### config.mk
export PLATFORM = sky130hd
export DESIGN_NAME = hazard_unit
export DESIGN_NICKNAME = d
export VERILOG_FILES = /design/src/rtl/cpu_pkg.sv /design/src/rtl/hz_reg_match.sv /design/src/rtl/hazard_unit.sv
export SDC_FILE = /design/constraint.sdc
export NUM_CORES = 1
export LEC_CHECK = 0
export CAP_MARGIN = 25
export CORE_ASPECT_RATIO = 0.9
export CORE_UTILIZATION = 41
export DETAILED_ROUTE_END_ITERATION = 10
export PLACE_DENSITY = 0.74
export SLEW_MARGIN = 10
export SYNTH_ARGS = -nofsm -noshare
export SYNTH_HDL_FRONTEND = slang
export SYNTH_HIERARCHICAL = 1
export SYNTH_SLANG_ARGS = --single-unit
### constraint.sdc
create_clock -name clk -period 6.7 [get_ports clk]
set_input_delay 1.34 -clock clk [delete_from_list [all_inputs] [get_ports clk]]
set_output_delay 1.34 -clock clk [all_outputs]
set_load 0.02 [all_outputs]
### src/rtl/cpu_pkg.sv
// Shared CPU definitions: hazard FSM state encoding, register-file constants
// and the width of the stall statistics counter.
package cpu_pkg;

    localparam int          REG_W       = 4;
    localparam int          STALL_CNT_W = 16;
    localparam logic [3:0]  REG_ZERO    = 4'd0;

    typedef enum logic [1:0] {
        RUN    = 2'd0,
        STALL  = 2'd1,
        DRAIN  = 2'd2,
        HALTED = 2'd3
    } hz_state_e;

endpackage

### src/rtl/hz_reg_match.sv
// Producer/consumer register comparison: a live write to a non-zero
// destination that equals a source register the consumer actually reads.
module hz_reg_match
    import cpu_pkg::*;
(
    input  logic             we_i,
    input  logic [REG_W-1:0] rd_i,
    input  logic [REG_W-1:0] src_i,
    input  logic             use_i,
    output logic             match_o
);

    assign match_o = we_i && use_i && (rd_i != REG_ZERO) && (rd_i == src_i);

endmodule

### src/rtl/hazard_unit.sv
// Pipeline hazard control: load-use and branch interlocks, taken-branch
// flush, HLT drain sequencing and a saturating stall-cycle counter.
module hazard_unit
    import cpu_pkg::*;
(
    input  logic                   clk,
    input  logic                   rst_n,
    input  logic [REG_W-1:0]       if_id_rs,
    input  logic [REG_W-1:0]       if_id_rt,
    input  logic                   if_id_uses_rs,
    input  logic                   if_id_uses_rt,
    input  logic                   if_id_is_store,
    input  logic                   if_id_branch,
    input  logic                   if_id_br_reg,
    input  logic                   if_id_halt,
    input  logic                   branch_taken,
    input  logic [REG_W-1:0]       id_ex_rd,
    input  logic                   id_ex_write_reg,
    input  logic                   id_ex_mem_read,
    input  logic                   id_ex_sets_flags,
    input  logic [REG_W-1:0]       ex_mem_rd,
    input  logic                   ex_mem_write_reg,
    input  logic                   mem_wb_halt,
    output logic                   pc_write,
    output logic                   if_id_write,
    output logic                   id_ex_bubble,
    output logic                   if_id_flush,
    output logic                   halted,
    output logic [STALL_CNT_W-1:0] stall_cnt
);

    hz_state_e              state_q, state_d;
    logic [1:0]             cnt_q, cnt_d;
    logic [STALL_CNT_W-1:0] stall_cnt_q, stall_cnt_d;

    logic lu_rs, lu_rt, br_ex, br_mem, br_flags;
    logic [1:0] need;

    hz_reg_match u_lu_rs (
        .we_i    (id_ex_write_reg && id_ex_mem_read),
        .rd_i    (id_ex_rd),
        .src_i   (if_id_rs),
        .use_i   (if_id_uses_rs),
        .match_o (lu_rs)
    );

    // A store's data operand is forwarded MEM->MEM, so it never interlocks.
    hz_reg_match u_lu_rt (
        .we_i    (id_ex_write_reg && id_ex_mem_read),
        .rd_i    (id_ex_rd),
        .src_i   (if_id_rt),
        .use_i   (if_id_uses_rt && !if_id_is_store),
        .match_o (lu_rt)
    );

    hz_reg_match u_br_ex (
        .we_i    (id_ex_write_reg),
        .rd_i    (id_ex_rd),
        .src_i   (if_id_rs),
        .use_i   (if_id_br_reg),
        .match_o (br_ex)
    );

    hz_reg_match u_br_mem (
        .we_i    (ex_mem_write_reg),
        .rd_i    (ex_mem_rd),
        .src_i   (if_id_rs),
        .use_i   (if_id_br_reg),
        .match_o (br_mem)
    );

    assign br_flags = if_id_branch && id_ex_sets_flags;
    assign need     = br_ex ? 2'd2 : ((lu_rs || lu_rt || br_flags || br_mem) ? 2'd1 : 2'd0);

    // NOTE: every signal written here gets a default first so no path can
    // leave one unassigned and infer a latch.
    always_comb begin
        state_d      = state_q;
        cnt_d        = cnt_q;
        pc_write     = 1'b1;
        if_id_write  = 1'b1;
        id_ex_bubble = 1'b0;
        if_id_flush  = 1'b0;
        halted       = 1'b0;

        unique case (state_q)
            RUN: begin
                if (need != 2'd0) begin
                    pc_write     = 1'b0;
                    if_id_write  = 1'b0;
                    id_ex_bubble = 1'b1;
                    cnt_d        = need - 2'd1;
                    if (need != 2'd1) state_d = STALL;
                end else if (if_id_halt) begin
                    pc_write    = 1'b0;
                    if_id_flush = 1'b1;
                    state_d     = DRAIN;
                end else if (branch_taken) begin
                    if_id_flush = 1'b1;
                end
            end
            STALL: begin
                pc_write     = 1'b0;
                if_id_write  = 1'b0;
                id_ex_bubble = 1'b1;
                cnt_d        = cnt_q - 2'd1;
                if (cnt_q == 2'd1) state_d = RUN;
            end
            DRAIN: begin
                pc_write    = 1'b0;
                if_id_flush = 1'b1;
                if (mem_wb_halt) state_d = HALTED;
            end
            HALTED: begin
                pc_write    = 1'b0;
                if_id_write = 1'b0;
                halted      = 1'b1;
            end
            default: state_d = RUN;
        endcase
    end

    assign stall_cnt_d = (id_ex_bubble && (stall_cnt_q != '1))
                         ? stall_cnt_q + STALL_CNT_W'(1) : stall_cnt_q;
    assign stall_cnt   = stall_cnt_q;

    // NOTE: state registers use non-blocking assignments so all of them
    // update together from pre-edge values.
    always_ff @(posedge clk or negedge rst_n) begin
        if (!rst_n) begin
            state_q     <= RUN;
            cnt_q       <= 2'd0;
            stall_cnt_q <= '0;
        end else begin
            state_q     <= state_d;
            cnt_q       <= cnt_d;
            stall_cnt_q <= stall_cnt_d;
        end
    end

endmodule

# After elaboration in Yosys (flattened, before gate mapping)
# Cells that the tools add are included.
# totals
regBits,20
out_inout_bits,21
# classes
n_addsub,3
n_eq_ne,14
reduce_logical,30
mux,22
# ops
op,count
adder 16 x 1 -> 16 bit (second input constant),1
logical AND 1 bit,16
inequality test 16 bit (second input constant),1
2-to-1 mux 2 bit,7
== test 4 bit,3
2-to-1 mux 1 bit,9
case mux 1 bit (2 select lines),4
nonzero test 4 bit,2
inequality test 2 bit (second input constant),3
inequality test 3 bit (second input constant),2
case mux 2 bit (3 select lines),1
AND reduction 5 bit,1
== test 2 x 1 -> 1 bit (second input constant),2
== test 2 bit (second input constant),2
case mux 2 bit (2 select lines),1
nonzero test 2 bit,2
subtractor 2 x 1 -> 2 bit (second input constant),2
logical OR 1 bit,3
nonzero test 3 bit,1
OR reduction 3 bit,1
zero test 2 bit,1
inequality test 2 x 1 -> 1 bit (second input constant),1
AND reduction 2 bit,1
OR reduction 2 bit,1
zero test 1 bit,1

# Logic depth before layout (Yosys ltp)
# Gate-level depths: netlist (run 1).
# depth
depth_word,14
depth_mapped,9
depth_no_buf,9

# By module
# The synthesis (run 1) kept the hierarchy.
# by_module_without_submodules
module,seq_area_each_um2,n_inst,area_per_inst_um2,cells_per_inst
hazard_unit,500.5,1,1146.1,111
hz_reg_match,0.0,4,66.3,9

# Least setup slack after synthesis (run 1)
# Ideal clock, no wire load.
# synth_timing
path_kind,input to output
startpoint,input ex_mem_rd[3]
endpoint,output if_id_flush
path_stages,6
setup_slack_ns,2.273
n_path_buf,0
arrival_ns,3.087
cell_sequence,or3_1 > a21oi_1 > nor4_2 > a2111oi_4 > nand3_1 > o21ai_0
# synth_via
elab_chain_cells,9
word_cells_on_any_way,10
# synth_lines
item,line,text
from (decl),hazard_unit.sv:21,"input logic [REG_W-1:0] ex_mem_rd,"
nonzero test 4 bit,hz_reg_match.sv:13,assign match_o = we_i && use_i && (rd_i != REG_ZERO) && (rd_i == src_i);
logical AND 1 bit,hz_reg_match.sv:13,
logical AND 1 bit *,hz_reg_match.sv:13,
via br_mem,hazard_unit.sv:36,"logic lu_rs, lu_rt, br_ex, br_mem, br_flags;"
logical OR 1 bit *,hazard_unit.sv:73,assign need = br_ex ? 2'd2 : ((lu_rs || lu_rt || br_flags || br_mem) ? 2'd1 : 2'd0);
2-to-1 mux 1 bit *,hazard_unit.sv:73,
2-to-1 mux 2 bit *,hazard_unit.sv:73,
nonzero test 2 bit *,hazard_unit.sv:88,if (need != 2'd0) begin
2-to-1 mux 1 bit *,hazard_unit.sv:88,
case mux 1 bit (2 select lines) *,hazard_unit.sv:86,unique case (state_q)
to (decl),hazard_unit.sv:27,"output logic if_id_flush,"
# The timed path passes the listed nets; every way through them passes the cells marked *.

# Worst setup path in the final report (run 1)
# layout_timing
startpoint,input id_ex_rd[3]
endpoint,output if_id_flush
# layout_via
elab_chain_cells,11
word_cells_on_any_way,17
# layout_lines
item,line,text
from (decl),hazard_unit.sv:17,"input logic [REG_W-1:0] id_ex_rd,"
nonzero test 4 bit,hz_reg_match.sv:13,
logical AND 1 bit,hz_reg_match.sv:13,
logical AND 1 bit *,hz_reg_match.sv:13,
via lu_rs,hazard_unit.sv:36,
logical OR 1 bit * (3 in series),hazard_unit.sv:73,
2-to-1 mux 1 bit *,hazard_unit.sv:73,
2-to-1 mux 2 bit *,hazard_unit.sv:73,
nonzero test 2 bit *,hazard_unit.sv:88,
2-to-1 mux 1 bit *,hazard_unit.sv:88,
case mux 1 bit (2 select lines) *,hazard_unit.sv:86,
# Marked as above.

==> impl_metrics.py, run 1 <==
metrics = {
    "pwr": {
        "vdd_drop_max_v": 0.0000765,
        "p_leak_nw": 0.895,
        "total_power_uw": 279,
        "power_density_mw_per_mm2": 137,
    },
    "synth": {
        "synth_warnings": 6,
        "syn_area_per_cell_um2": 9.60,
        "synthArstFlopShare_pct": 100,
        "synth_nets": 185,
        "yosysTopAreaCellShare_pct": 35.5,
        "synth.distinct_cells": 36,
        "synth_area_leaders": "dfrtp_1 (35%), xor2_1 (13%), ha_1 (7.1%)",
        "synth_edf_count": 0,
        "syn_area_mm2": 0.00141,
        "syn_inst": 147,
        "ys_ff_latch": 20,
        "synth_top_area_cell": "dfrtp_1",
        "yosysSeqAreaShare_pct": 35.5,
        "synth_flop_cell": "dfrtp_1",
    },
    "global_routing": {
        "antenna_found_initial": 0,
        "grt_usage_pct": 19.2,
        "grt_pass1_vias": 1337,
        "gr-total-overflow": 0,
        "grt_max_degree": 21,
        "grt_pass1_wl_mm": 5.59,
    },
    "floorplan": {
        "dieWidth_um": 63.8,
        "start_util_pct": 44.6,
        "die_y_um": 57.7,
        "fp-row-count": 19,
        "ioPinCount": 51,
        "core_mm2": 0.00316,
        "dieArea_mm2": 0.00368,
    },
    "outcome": {
        "status": "finished, final reports clean",
    },
    "finish": {
        "final-instance-count-excl-fill": 243,
        "syn_to_final_growth_pct": 44.2,
        "nets": 240,
        "drive_gt1_share_pct": 6.97,
        "antenna_cells": 0,
        "nFillCells": 264,
    },
    "worst_setup_path": {
        "path_class": "input pin to output port",
        "path_cells": "clkdlybuf4s50_1 -> or3_1 -> a21oi_1 -> nor4_2 -> a2111oi_4 -> nand3_1 -> o21ai_0 -> clkdlybuf4s50_1",
        "cp.arrival_ps": 4050,
        "worstSetupEndpointType": "output port",
        "crit_top_cell": "clkdlybuf4s50_1",
        "reg2reg_to": "stall_cnt[14]$_DFFE_PN0P_",
        "required_ps": 5360,
        "reg2reg_slack_ps": 4370,
        "critical_path.reg2reg.startpoint": "state_q[1]$_DFFE_PN0P_",
        "reg2reg_depth": 7,
        "cp_max_fo": 6,
        "cp_slowest_cell": "clkdlybuf4s50_1",
        "slowest_delay_ps": 630,
        "start_kind": "input pin",
    },
    "drt": {
        "drc": 0,
        "wl_per_cell_um": 12.9,
        "vias": 1284,
        "viasPerCell": 5.28,
        "ant_nets": 0,
        "drt_iter0_drc": 33,
        "wirelength_mm": 3.14,
        "drt_pre_antenna_iters": 4,
    },
    "sta": {
        "tns_ps": 0,
        "tightest_slew_ps": 918,
        "slew-limit-headroom_pct": 38.6,
        "finalHoldViolCount": 0,
        "drv_slew": 0,
        "skew_ps": 8.54,
        "fin_crit_sh_pct": 80.5,
        "setup_violations": 0,
        "fin_crit_ps": 5390,
        "fmax_ghz": 0.185,
        "grt_setup_unrepaired": "false",
    },
    "clock_network": {
        "root_buffer": "clkbuf_8",
        "cts_buffers": 3,
        "cts_max_level": 1,
        "clock-sinks": 20,
        "cts_hold_buffers": 0,
        "cts_setup_buffers": 0,
        "cts_tree": "yes",
        "clock_path_buffers": 2,
        "clock_latency_ps": 260,
        "clkTransAtPathRegs_ps": 70,
        "post_cts_resized": 0,
    },
    "hold_path": {
        "hold_start": "stall_cnt[5]$_DFFE_PN0P_",
        "min_path_type": "flip-flop to flip-flop",
        "min_path_cells": 1,
        "hold_end": "stall_cnt[5]$_DFFE_PN0P_",
    },
    "place": {
        "dp_hpwl_mm": 2.58,
        "gp_congestion": 0.837,
        "portBuffers": 50,
        "dp_cells": 239,
    },
    "run": {
        "maxCapViolCount": 0,
    },
}
cells in the final DEF (no fill, tap or decap), types with 3 or more instances in the layout:
master and n:
a211o_1 4, dfrtp_1 20, nor2_1 6, a21oi_1 6
nand4_1 3, nand2_1 19, xnor2_1 4, clkdlybuf4s50_1 50
clkbuf_8 3, xor2_1 21, inv_1 9, nor4_2 4
and3_1 3, nor3_1 4, or3_1 5, ha_1 8
o21ai_0 5
cell families (layout without fill, tap and decap cells):
group	Yosys count	in the layout	synth area share, %
AOI/OAI and AO/OA	24	24	14.2
xor gates and xnor gates	25	25	15.5
adders and majority gates	8	8	7.09
buffers and inverters	10	64	2.66
DFF	20	20	35.5
muxes	3	3	2.30
and+or+nand+nor	57	57	22.8
layout make-up:
| type | instances | area (µm²) | share of cell area (%) |
|---|---|---|---|
| clock buffers | 3 | 41.3 | 2.03 |
| clock inverters | 1 | 30.0 | 1.48 |
| inverters | 10 | 37.5 | 1.84 |
| multi-input cells | 117 | 873 | 42.9 |
| flip-flops and latches | 20 | 500 | 24.6 |
| well taps | 42 | 52.6 | 2.58 |
| repair buffers | 50 | 500 | 24.6 |
registers in the layout, indices dropped and copies added, names as in the netlist:
name / count
cnt_q: 2
state_q: 2
stall_cnt: 16
stage by stage:
step	hold WS [ps]	cell area [µm²]	setup WS, ps	util, %
finish	495	2040	1310	64.4
global route	519	2040	1180	64.4
CTS	501	2040	1320	64.4
detailed placement	489	1960	1350	62.1
global placement	476	1960	1400	62.1
floorplan	466	1410	2270	-
worst max path at each step:
| stage | start | end | slack (ps) | cells past startpoint |
|---|---|---|---|---|
| after floorplan | ex_mem_rd[3] | if_id_flush | 2270 | 6 |
| after global placement | id_ex_rd[3] | if_id_flush | 1400 | 8 |
| after detailed placement | id_ex_rd[3] | if_id_flush | 1350 | 8 |
| after CTS | id_ex_rd[3] | if_id_flush | 1320 | 8 |
| after global routing | id_ex_rd[3] | if_id_flush | 1180 | 8 |
| final | id_ex_rd[3] | if_id_flush | 1310 | 8 |
synthesized netlist by cell type, types with 2 or more instances:
library cell	count
xor2_1	21
dfrtp_1	20
nand2_1	19
inv_1	9
ha_1	8
a21oi_1	6
nor2_1	6
o21ai_0	5
or3_1	5
a211o_1	4
nor3_1	4
nor4_2	4
xnor2_1	4
and3_1	3
nand4_1	3
mux2_1	2
nand2b_1	2
nand3_1	2
nor4_1	2
or4_1	2
where the power goes:
| part | total (mW) | internal (mW) | switching [mW] |
|---|---|---|---|
| logic | 0.0378 | 0.0215 | 0.0164 |
| clock network | 0.121 | 0.0797 | 0.0409 |
| registers | 0.121 | 0.121 | 0 |
| total | 0.279 | 0.222 | 0.0572 |
worst max-delay path: cells and delay by family:
kind / cells / cell delay [ps]
compound gates: 3 / 850
buf+inv: 2 / 1150
simple gates: 3 / 710
routing by layer:
| layer | part of all wire [%] | wire (µm) | vias up | GRT usage, % |
|---|---|---|---|---|
| met3 | 7.1 | 222 | 4 | 5.31 |
| met1 | 41 | 1300 | 610 | 21.8 |
| li1 | - | - | 622 | - |
| met5 | 0 | 0 | - | 0 |
| met2 | 51 | 1590 | 48 | 34.3 |
| met4 | 0.80 | 25 | 0 | 7.14 |
(Power assumes the default switching activity.)
==> run 2, diff against run 1 <==
--- a/config.mk
+++ b/config.mk
@@ -7,9 +7,9 @@
 export LEC_CHECK = 0
 export CAP_MARGIN = 25
 export CORE_ASPECT_RATIO = 0.9
-export CORE_UTILIZATION = 41
+export CORE_UTILIZATION = 40
 export DETAILED_ROUTE_END_ITERATION = 10
-export PLACE_DENSITY = 0.74
+export PLACE_DENSITY = 0.76
 export SLEW_MARGIN = 10
 export SYNTH_ARGS = -nofsm -noshare
 export SYNTH_HDL_FRONTEND = slang
==> constraint.sdc (replaced) <==
create_clock -name clk -period 4.6 [get_ports clk]
set_input_delay 0.92 -clock clk [delete_from_list [all_inputs] [get_ports clk]]
set_output_delay 0.92 -clock clk [all_outputs]
set_load 0.02 [all_outputs]
==> run 2 against run 1 <==
Effect of this change: clock power increased by 9.9%; global-route usage fell by 0.60 points; utilization fell by 3.9 points; via count up 0.70%; worst hold slack worse by 6.5 ps; routed wire length up 2.3%; clock skew decreased by 2.1 ps; non-clock buffer count up 2; flip-flop and latch count unchanged; die area up 2.4%; final cell count up 1.6%; critical path type unchanged; critical endpoint is now if_id_write; largest power group unchanged.
==> impl_metrics.py, run 2 (synthesis gave the netlist of run 1 again) <==
metrics = {
    "finish": {
        "syn_to_final_growth_pct": 44.7,
        "fin_util_pct": 60.4,
        "layout_common_cells": "clkdlybuf4s50_1 (48), xor2_1 (21), dfrtp_1 (20), nand2_1 (19), inv_1 (9)",
        "drive_gt1_share_pct": 7.88,
        "antenna_cells": 0,
        "nets": 242,
        "final_common_cell": "clkdlybuf4s50_1",
        "largest_reg_flops": 16,
    },
    "pwr": {
        "power_density_mw_per_mm2": 179,
        "vdd_drop_max_v": 0.000106,
        "total_power_uw": 365,
        "p_leak_nw": 0.935,
    },
    "drt": {
        "drt_pre_antenna_iters": 4,
        "wl_per_cell_um": 13.0,
        "drc": 0,
        "ant_nets": 0,
        "drt_iter0_drc": 31,
        "wirelength_mm": 3.22,
        "vias": 1293,
        "viasPerCell": 5.23,
    },
    "global_routing": {
        "grt_pass1_vias": 1343,
        "grt_pass1_wl_mm": 5.40,
        "grt_max_degree": 21,
        "grt_util_met1_pct": 18.9,
        "grt-busiest-layer": "met2",
        "grt_usage_pct": 18.6,
        "antenna_found_initial": 0,
        "met2_usage_pct": 37.6,
        "gr-total-overflow": 0,
        "grt_use_met3_pct": 2.52,
    },
    "clock_network": {
        "clkTransAtPathRegs_ps": 70,
        "cts_tree": "yes",
        "cts_buffers": 3,
        "cts_hold_buffers": 0,
        "clock_latency_ps": 260,
        "clock-sinks": 20,
        "cts_max_level": 1,
        "clock_path_buffers": 2,
        "root_buffer": "clkbuf_8",
    },
    "sta": {
        "drv_slew": 0,
        "tightest_slew_ps": 875,
        "skew_ps": 6.46,
        "tns_ps": 0,
        "fin_crit_ps": 4500,
        "finalHoldViolCount": 0,
        "fin_crit_sh_pct": 97.9,
        "fmax_ghz": 0.222,
        "grt_setup_unrepaired": "false",
        "layout_setup_ws_ps": 98.3,
        "slew-limit-headroom_pct": 41.5,
        "setup_violations": 0,
    },
    "floorplan": {
        "core_mm2": 0.00338,
        "ioPinCount": 51,
        "die_y_um": 58.4,
        "dieWidth_um": 64.6,
        "start_util_pct": 41.8,
        "dieArea_mm2": 0.00377,
        "fp-row-count": 20,
    },
    "outcome": {
        "status": "finished, final reports clean",
    },
    "hold_path": {
        "min_path_type": "flip-flop to flip-flop",
    },
    "worst_setup_path": {
        "required_ps": 3680,
        "worstSetupEndpointType": "output port",
        "cp.arrival_ps": 3580,
        "cp_max_fo": 6,
        "start_kind": "input pin",
        "path_class": "input pin to output port",
    },
    "run": {
        "maxCapViolCount": 0,
    },
    "place": {
        "portBuffers": 50,
        "gp_congestion": 0.820,
        "dp_hpwl_mm": 2.62,
        "dp_slack_ps": 93.2,
    },
}
==> run 2: cell types whose count changed in the layout (fill, tap and decap cells not counted) <==
cell             delta
buf_4               +2
clkdlybuf4s50_1     -2
dlymetal6s2s_1      +2
bufinv_16           -1
clkbuf_8            +1
==> run 2: per-stage QoR <==
stage                     hold slack (ps)  cell area (µm²)  cells
final                                 489             2040    247
after global routing                  512             2040    247
after CTS                             496             2040    247
after detailed placement              486             1980    243
after global placement                472             1980    243
after floorplan                       466             1410    147
==> run 2: path summary, 6_finish.rpt <==
path / to / start / depth (start not counted) / slack, ps
max: if_id_write / id_ex_rd[2] / 8 / 100
min: stall_cnt[5]$_DFFE_PN0P_ / stall_cnt[5]$_DFFE_PN0P_ / 1 / 490
max reg2reg: stall_cnt[14]$_DFFE_PN0P_ / state_q[1]$_DFFE_PN0P_ / 7 / 2270
min reg2reg: stall_cnt[5]$_DFFE_PN0P_ / stall_cnt[5]$_DFFE_PN0P_ / 1 / 490
max in group asynchronous: stall_cnt[6]$_DFFE_PN0P_ / rst_n / 1 / 2910
min in group asynchronous: stall_cnt[8]$_DFFE_PN0P_ / rst_n / 1 / 1150
==> run 2: power by group <==
group	switching, mW	internal (mW)
logic	0.0240	0.0324
registers	0	0.176
clock network	0.0567	0.0762
total	0.0807	0.284
==> run 2: cell type report <==
type / instances / area [µm²]
Timing Repair Buffer: 52 / 520
Inverter: 10 / 37.5
Clock buffer: 4 / 55.1
Multi-Input combinational cell: 117 / 873
Tap cell: 44 / 55.1
Fill cell: 307 / 1340
Sequential cell: 20 / 500
==> run 2: repair_timing <==
item,in CTS,in global routing
setup buffers,0,0
resized for setup,0,2
endpoints found under the setup margin,0,2
==> run 2: critical path, cell delays in order <==
cell	delay [ps]
clkdlybuf4s50_1	530
or3_1	410
a21oi_1	210
nor4_2	70
a2111oi_4	410
nand3_1	240
o21ai_0	160
clkdlybuf4s50_1	640
==> run 2: routing by layer <==
layer	wire length, µm	up-vias
met5	0	-
met4	48	0
met3	148	5
met2	1650	46
met1	1370	610
li1	-	632
